## src/rtl/utopia_sched_pkg.sv

```systemverilog
// Shared constants and types for the Utopia Level 1 Rx scheduler.
//   CELL_BYTES_DEF : default bytes per ATM cell
//   CNT_W          : byte counter width (covers cells up to 256 bytes)
//   state_e        : scheduler FSM states
package utopia_sched_pkg;

  localparam int unsigned CELL_BYTES_DEF = 53;
  localparam int unsigned CNT_W          = 8;

  typedef enum logic [1:0] {
    S_IDLE  = 2'd0,
    S_GRANT = 2'd1,
    S_XFER  = 2'd2
  } state_e;

endpackage

```

## src/rtl/rr_arbiter.sv

```systemverilog
// Combinational round-robin pick: first requester strictly after 'last',
// wrapping N-1 -> 0 (the last port itself is checked last).
//   req  : request vector
//   last : index of the previously served port
//   gnt  : granted index (valid when any=1)
//   any  : at least one request present
module rr_arbiter #(
  parameter  int unsigned N  = 8,
  localparam int unsigned IW = (N > 1) ? $clog2(N) : 1
) (
  input  logic [N-1:0]  req,
  input  logic [IW-1:0] last,
  output logic [IW-1:0] gnt,
  output logic          any
);

  int unsigned idx;

  // Scan offsets from farthest to nearest so the nearest requester wins.
  always_comb begin
    gnt = last;
    any = 1'b0;
    idx = 0;
    for (int i = int'(N); i >= 1; i--) begin
      idx = (32'(last) + 32'(i)) % N;
      if (req[IW'(idx)]) begin
        gnt = IW'(idx);
        any = 1'b1;
      end
    end
  end

endmodule

```

## src/rtl/utopia_rx_sched.sv

```systemverilog
// Utopia Level 1 Rx scheduler: round-robin polls NUM_RX PHY ports and
// forwards one full cell at a time (cell-level handshake) to a byte stream.
// Optional statistics counters under `RX_SCHED_STATS_EN.
//   clk, rst                : clock, async active-high reset
//   rx_clav/rx_soc/rx_data  : per-port PHY inputs
//   rx_en                   : per-port read enable, active-low
//   cell_ready              : downstream can take one full cell
//   byte_valid/data/sop/eop : forwarded byte stream (1-cycle latency)
//   byte_port               : source port of current cell
//   byte_abort              : one-cycle pulse, current cell discarded
//   busy                    : FSM not in IDLE
//   cell_cnt/abort_cnt      : saturating counters (RX_SCHED_STATS_EN only)
module utopia_rx_sched
  import utopia_sched_pkg::*;
#(
  parameter  int unsigned NUM_RX     = 8,
  parameter  int unsigned CELL_BYTES = CELL_BYTES_DEF,
  localparam int unsigned PW         = (NUM_RX > 1) ? $clog2(NUM_RX) : 1
) (
  input  logic                   clk,
  input  logic                   rst,
  input  logic [NUM_RX-1:0]      rx_clav,
  input  logic [NUM_RX-1:0]      rx_soc,
  input  logic [NUM_RX-1:0][7:0] rx_data,
  output logic [NUM_RX-1:0]      rx_en,
  input  logic                   cell_ready,
  output logic                   byte_valid,
  output logic [7:0]             byte_data,
  output logic                   byte_sop,
  output logic                   byte_eop,
  output logic [PW-1:0]          byte_port,
  output logic                   byte_abort,
  output logic                   busy
`ifdef RX_SCHED_STATS_EN
  ,
  output logic [15:0]            cell_cnt,
  output logic [15:0]            abort_cnt
`endif
);

  localparam logic [CNT_W-1:0] LAST_CNT = CNT_W'(CELL_BYTES - 1);

  state_e            state_q, state_d;
  logic [PW-1:0]     sel_q, sel_d, last_q, last_d, port_d, gnt;
  logic [CNT_W-1:0]  cnt_q, cnt_d, cnt_inc;
  logic [NUM_RX-1:0] rx_en_d, sel_low;
  logic              any_req, bv_d, sop_d, eop_d, abort_d, soc_bad;
  logic [7:0]        bd_d;

  rr_arbiter #(.N(NUM_RX)) u_arb (
    .req  (rx_clav),
    .last (last_q),
    .gnt  (gnt),
    .any  (any_req)
  );

  assign cnt_inc = cnt_q + CNT_W'(1);
  assign sel_low = ~(NUM_RX'(1) << sel_q);
  // SOC must be set on byte 0 and only on byte 0.
  assign soc_bad = (cnt_q == '0) ? ~rx_soc[sel_q] : rx_soc[sel_q];

  // Next state and next registered outputs; rx_en is computed one cycle ahead.
  always_comb begin
    state_d = state_q;
    sel_d   = sel_q;
    last_d  = last_q;
    cnt_d   = cnt_q;
    port_d  = byte_port;
    rx_en_d = '1;
    bv_d    = 1'b0;
    bd_d    = byte_data;
    sop_d   = 1'b0;
    eop_d   = 1'b0;
    abort_d = 1'b0;
    case (state_q)
      S_IDLE: begin
        if (cell_ready && any_req) begin
          sel_d   = gnt;
          port_d  = gnt;
          rx_en_d = ~(NUM_RX'(1) << gnt);
          state_d = S_GRANT;
        end
      end
      S_GRANT: begin
        cnt_d   = '0;
        state_d = S_XFER;
        if (LAST_CNT != '0) rx_en_d = sel_low;
      end
      S_XFER: begin
        if (soc_bad) begin
          abort_d = 1'b1;
          last_d  = sel_q;
          state_d = S_IDLE;
        end else begin
          bv_d  = 1'b1;
          bd_d  = rx_data[sel_q];
          sop_d = (cnt_q == '0);
          eop_d = (cnt_q == LAST_CNT);
          if (cnt_q == LAST_CNT) begin
            last_d  = sel_q;
            state_d = S_IDLE;
          end else begin
            cnt_d = cnt_inc;
            if (cnt_inc < LAST_CNT) rx_en_d = sel_low;
          end
        end
      end
      default: state_d = S_IDLE;
    endcase
  end

  // State and output registers.
  always_ff @(posedge clk or posedge rst) begin
    if (rst) begin
      state_q    <= S_IDLE;
      sel_q      <= '0;
      last_q     <= PW'(NUM_RX - 1);
      cnt_q      <= '0;
      rx_en      <= '1;
      byte_valid <= 1'b0;
      byte_data  <= '0;
      byte_sop   <= 1'b0;
      byte_eop   <= 1'b0;
      byte_port  <= '0;
      byte_abort <= 1'b0;
      busy       <= 1'b0;
    end else begin
      state_q    <= state_d;
      sel_q      <= sel_d;
      last_q     <= last_d;
      cnt_q      <= cnt_d;
      rx_en      <= rx_en_d;
      byte_valid <= bv_d;
      byte_data  <= bd_d;
      byte_sop   <= sop_d;
      byte_eop   <= eop_d;
      byte_port  <= port_d;
      byte_abort <= abort_d;
      busy       <= (state_d != S_IDLE);
    end
  end

`ifdef RX_SCHED_STATS_EN
  // Saturating cell / abort counters, updated with the eop / abort pulse.
  always_ff @(posedge clk or posedge rst) begin
    if (rst) begin
      cell_cnt  <= '0;
      abort_cnt <= '0;
    end else begin
      if (eop_d && cell_cnt != 16'hFFFF)    cell_cnt  <= cell_cnt + 16'd1;
      if (abort_d && abort_cnt != 16'hFFFF) abort_cnt <= abort_cnt + 16'd1;
    end
  end
`endif

endmodule

```

## config.mk

```make
export PLATFORM = sky130hd
export DESIGN_NAME = utopia_rx_sched
export DESIGN_NICKNAME = d
export VERILOG_FILES = /design/src/rtl/utopia_sched_pkg.sv /design/src/rtl/rr_arbiter.sv /design/src/rtl/utopia_rx_sched.sv
export SDC_FILE = /design/constraint.sdc
export NUM_CORES = 1
export LEC_CHECK = 0
export ABC_AREA = 1
export BUFFER_PORTS_ARGS = -buffer_cell sky130_fd_sc_hd__clkbuf_2
export CORE_MARGIN = 8
export CORE_UTILIZATION = 30
export DETAILED_ROUTE_END_ITERATION = 16
export GPL_TIMING_DRIVEN = 0
export PLACE_DENSITY = 0.54
export SYNTH_ARGS = -nofsm -noshare
export SYNTH_HDL_FRONTEND = slang
export SYNTH_SLANG_ARGS = --single-unit
```

## constraint.sdc

```tcl
create_clock -name clk -period 3.9 [get_ports clk]
set_clock_uncertainty 0.05 [all_clocks]
set_input_delay 0.39 -clock clk [delete_from_list [all_inputs] [get_ports clk]]
set_output_delay 0.39 -clock clk [all_outputs]
set_load 0.005 [all_outputs]
```

After elaboration in Yosys (flattened, before gate mapping) --
Index checks and enable logic that the tools add are counted.
Storage, ports and cells: bits in registers 37, output and inout bits 24, word-level logic and storage cells 110
Operators by class: add/sub/neg operators 9, $lt $le $gt $ge 10, equality and inequality tests 5, shift operators 2, multiplexer cells 59, bitwise operators 4, reduce and logical (&&, ||, !) cells 10
Operator list (count):
- 8-bit 2-to-1 mux | 7
- 3-bit by 4-bit < comparator with 1-bit output, second input constant | 9
- 3-bit 2-to-1 mux | 10
- 1-bit binary-select mux with 3-bit select | 9
- 1-bit 2-to-1 mux | 26
- 8-bit binary-select mux with 3-bit select | 1
- 8-bit case mux with 3 select lines | 1
- 8-bit inverter | 2
- 8-bit case mux with 2 select lines | 1
- 1-bit by 3-bit left shift with 8-bit output, first input constant | 2
- 3-bit adder, second input constant | 4
- 8-bit by 1-bit adder with 8-bit output, second input constant | 1
- 8-bit by 6-bit equality test with 1-bit output, second input constant | 1
- 8-bit logical NOT | 1
- 8-bit by 6-bit < comparator with 1-bit output, second input constant | 1
- 3-bit by 1-bit adder with 3-bit output, second input constant | 2
- 3-bit by 2-bit adder with 3-bit output, second input constant | 2
- 2-bit 2-to-1 mux | 3
- 2-bit case mux with 3 select lines | 1
- 2-bit AND reduction | 3
- 2-bit nonzero test | 3
- 2-bit inequality test, second input constant | 2
- 3-bit AND reduction | 1
- 2-bit by 1-bit equality test with 1-bit output, second input constant | 1
- other kinds (4) | 5

Longest topological paths before layout --
depth after elaboration 15, gate-level depth with buffers 21

Cells and area by module --
Synthesis repeated with hierarchy kept, for this count alone.
Unflattened totals: cells, all modules 457, area total of the unflattened synthesis 2992.9 µm²
By module, submodules not included:
- utopia_rx_sched | instances 1, cells each 336, area each 2378.5 µm², sequential area each 939.7 µm²
- rr_arbiter | instances 1, cells each 121, area each 614.3 µm², sequential area each 0.0 µm²

Worst setup path after synthesis --
OpenSTA, ideal clock, no wires.
path type register -> register, start point register sel_q[0], end point register cnt_q[1], setup time 0.126 ns, data arrival time 2.433 ns, required time 3.724 ns, setup slack 1.290 ns, stages on the path, launching flop included 15, path buffers 1, cell sequence dfrtp_1 inv_1 nor2_1 clkbuf_1 nand2_1 nand4_1 nor2_1 a31oi_1 ha_1 nor2_1 inv_2 nor2_1 a21oi_1 inv_2 o21ai_0
Between the ends: cells in the longest elaborated chain, start to end 6
Ends and longest elaborated chain:
- start: declaration | RTL line utopia_rx_sched.sv:44 | logic [PW-1:0] sel_q, sel_d, last_q, last_d, port_d, gnt;
- start signal: assignment | RTL line utopia_rx_sched.sv:129 | sel_q <= sel_d;
- 1-bit binary-select mux with 3-bit select (*) | RTL line utopia_rx_sched.sv:60 | assign soc_bad = (cnt_q == '0) ? ~rx_soc[sel_q] : rx_soc[sel_q];
- 1-bit 2-to-1 mux (not written as such) (*) | RTL line utopia_rx_sched.sv:60
- 1-bit inverter | RTL line utopia_rx_sched.sv:60
- 1-bit 2-to-1 mux (*) | RTL line utopia_rx_sched.sv:60
- 2-bit inequality test (no line) (*)
- 3-bit AND reduction (no line) (*)
- end signal: assignment | RTL line utopia_rx_sched.sv:131 | cnt_q <= cnt_d;
- end: declaration | RTL line utopia_rx_sched.sv:45 | logic [CNT_W-1:0] cnt_q, cnt_d, cnt_inc;
Mark *: on every way between the ends. The rest lies on a longest branch, timed or not. The select of a mux whose other input is x is not followed. A chain may end at the register's enable or synchronous reset.

Worst setup path after layout --
start point register sel_q[0], end point register cnt_q[7]
The elaborated chain is that of the path after synthesis.

==> impl_summary.md <==
Status
The run finished with clean final reports.

STA
The number of pins exceeding their max-slew limit in the final report is 0. The worst pin sits at a relative slew slack of 47.52%. Dividing the final minimum period by the clock period gives 88.08%. The final period demand of the worst path is 3.435 ns. Hold timing on the final database bottoms out at a slack of 0.1613 ns.

For the pin with the worst max-slew slack, the measured transition is 0.7843 ns. The final count of negative-setup-slack endpoints is 0. The count of endpoints failing hold in the final timing report is 0. In the final timing run, aggregate negative setup slack is 0 ns. The maximum clock frequency is 0.2911 GHz. Setup repair after global routing left no endpoint under its margin.

Drt
Wires add up to 9176 µm. The first-pass iteration count of the detailed router is 4. After detailed routing, the number of vias per cell comes to 5.019. The DRC violations left is 0. After the first detailed-routing iteration, the DRC count stood at 143. Once detail routing completed, the nets flagged for antenna violations numbered 0. The routed layout has 3,127 vias. In the final routed layout, each cell accounts on average for 14.73 µm.

Cells and area
In the layout the commonest cells are clkbuf_2 (106), nand2_1 (97), nand3_1 (46). For this run, the post-layout net count is 599. 0 antenna diodes ended up in the layout. For this run, the share of the core covered by cells in the final layout is 39.06%. The layout cell share with drive strength beyond 1 is 31.25%. The synthesis-to-finish area growth is 27.94%. The library cell used most frequently in the layout, excluding fill and tap cells, is clkbuf_2.

Yosys
dfrtp_1 takes more of the synthesized area than any other cell. Each instance of the synthesized netlist takes up on average 7.020 µm². The most used flip-flop cell after synthesis is dfrtp_1.

The warning count from the yosys run is 0. After synthesis, the largest area contributor takes up 23.29% of total cell area. Summing every instance area after synthesis gives 2794 µm². The post-synthesis async set-or-reset flop share is 100.0%. Yosys mapped a number of flops with a built-in enable equal to 0. Sequential elements use 33.63% of the synthesized area. The net count of the mapped netlist is 486.

The number of register bits inferred by synthesis is 37. By area the synthesized netlist is led by dfrtp_1 (23%), nand2_1 (13%), dfstp_2 (10%). The unique cell type count in the Yosys netlist is 34. The gate count of the mapped netlist is 398.

Global routing
The largest net degree at the start of global routing is 38. After global routing the overflow that remains totals 0. The via count of the first global-routing pass is 3,262.

The total global-route track usage is 14.80%. The global-route wire length before repair is 15,410 µm. The initial antenna violation count came to 0.

Setup path
The capture instance of the worst register-to-register path is cnt_q[7]. The flop-to-flop setup slack is 0.46 ns. The reg-to-reg critical path startpoint is sel_q[0]. The critical path required time is 4.01 ns. The most critical setup path has its startpoint at sel_q[0]. STA classifies the critical path startpoint as a flop. STA classifies the critical path endpoint as a flop. At the worst endpoint, the arrival time is 3.55 ns. The type of the setup path with the least slack is flop to flop. The highest fanout seen on the critical path is 10. The endpoint of the worst setup timing path is cnt_q[7]. The number of cells on the worst reg-to-reg path is 14.

Place
The global placement routability congestion is 0.9192. Detailed placement ended at an HPWL of 7618 µm. The count of buffers added on input and output ports is 106.

Floorplanning
The width of the die is 112.5 µm. The area of the core region is 9153 µm². The floorplan has 35 rows. The die is 112.5 µm tall. The die area is 12,660 µm². The number of ports placed on the die boundary is 107. The initial utilization of the core area, before any placement, comes to 30.53%.

Power and ir drop
The worst vdd rail ir drop is 0.0003379 V. In this run the power density over the cells is 875.8 nW/µm². The leakage power is 1.823 nW.

The completed layout was analyzed and its total power is 3.131 mW.

Clocking
TritonCTS built the clock tree. The number of levels the H-tree was split into is 2. The post-CTS setup buffer count is 0.

Clock tree synthesis selected as its root buffer the cell clkbuf_8. The clock latency reported for the late side of the worst-skew pair is 0.29 ns. After clock tree synthesis, the clock-pin slew on the worst setup and hold paths is 0.08 ns.

Buffers inserted to repair hold after CTS numbered 0. The post-CTS resize count is 0. The TritonCTS buffer count is 5. In this run the deepest clock path goes through 2 buffers.

The clock net in this run drives a total of 37 sinks.

Run
The count of max-cap constraint violations is 0.

Worst hold path
The worst hold path belongs to the class input port to async pin.
## final cells by class
type | count | area, µm²
plain buffers | 11 | 57.56
repair buffers | 106 | 530.5
inverters | 50 | 193.9
flip-flops and latches | 37 | 939.7
fillers | 992 | 5578
clock buffers | 6 | 72.57
multi-input cells | 300 | 1603
well taps | 111 | 138.9
clock inverters | 2 | 38.79
## cell families after synthesis
logic type / Yosys count / share of synthesized area [%]
AOI/OAI and AO/OA: 94 / 22.12
xor gates and xnor gates: 4 / 1.254
adders and majority gates: 5 / 2.239
buffers and inverters: 61 / 9.001
DFF: 37 / 33.63
and+or+nand+nor: 197 / 31.75
## worst max-delay path, stage by stage, from the launching register on
cell and delay (ns):
dfrtp_1 0.44, inv_1 0.07, nor2_1 0.57, clkbuf_1 0.43
nand2_1 0.10, nand4_1 0.12, nor2_1 0.05, a31oi_1 0.23
ha_1 0.32, nor2_1 0.18, inv_2 0.12, nor2_1 0.25
a21oi_1 0.11, inv_2 0.16, o22ai_1 0.09
## routing by layer
metal	global-route usage, %	up-vias	routed length (µm)
met5	0	-	0
met1	18.61	1376	4266
met2	23.12	142	3936
met3	4.509	16	748
li1	-	1593	-
met4	5.935	0	225
## Yosys cell counts (2+ instances only)
cell and count:
nand2_1 97, nand3_1 46, inv_1 37, a22oi_1 33
nor2_1 30, dfrtp_1 26, a21oi_1 19, dfstp_2 11
a31oi_1 10, inv_2 10, nand2_2 8, o21ai_0 8
a22o_1 7, clkbuf_1 7, nand3_2 7, o22ai_1 6
ha_1 5, nand4_1 5, o21ai_1 5, xor2_1 3
a21oi_2 2, buf_6 2, nor3_1 2, o21bai_1 2
## how the worst min path moves through the flow
stage	startpoint	to	slack, ns	cells past startpoint
floorplan	byte_data[1]	byte_data[1]	0.42	2
global placement	byte_data[1]	byte_data[1]	0.44	2
detailed placement	byte_data[4]	byte_data[4]	0.44	1
CTS	rst	cnt_q[5]	0.20	2
global route	rst	busy	0.24	2
finish	rst	busy	0.16	2
## stage by stage
step / setup WS (ns) / std cells / instance area (µm²)
final: 0.4647 / 623 / 3575
after global routing: 0.1767 / 623 / 3575
after CTS: 0.4643 / 623 / 3575
after detailed placement: 0.4818 / 615 / 3463
after global placement: 0.4847 / 615 / 3463
after floorplan: 1.290 / 398 / 2794
## flip-flops by register name, summed over array words and instances, names as in the netlist, 2 cells and up
signal,cells
state_q,2
sel_q,3
last_q,3
byte_data,8
cnt_q,8
rx_en,8
## power by group
part | switching (mW) | total (mW) | internal (mW)
Clock | 0.139 | 0.331 | 0.192
Combinational | 1.41 | 2.14 | 0.739
Sequential | 0.0935 | 0.655 | 0.562
Power figures use the tool's default switching activity.
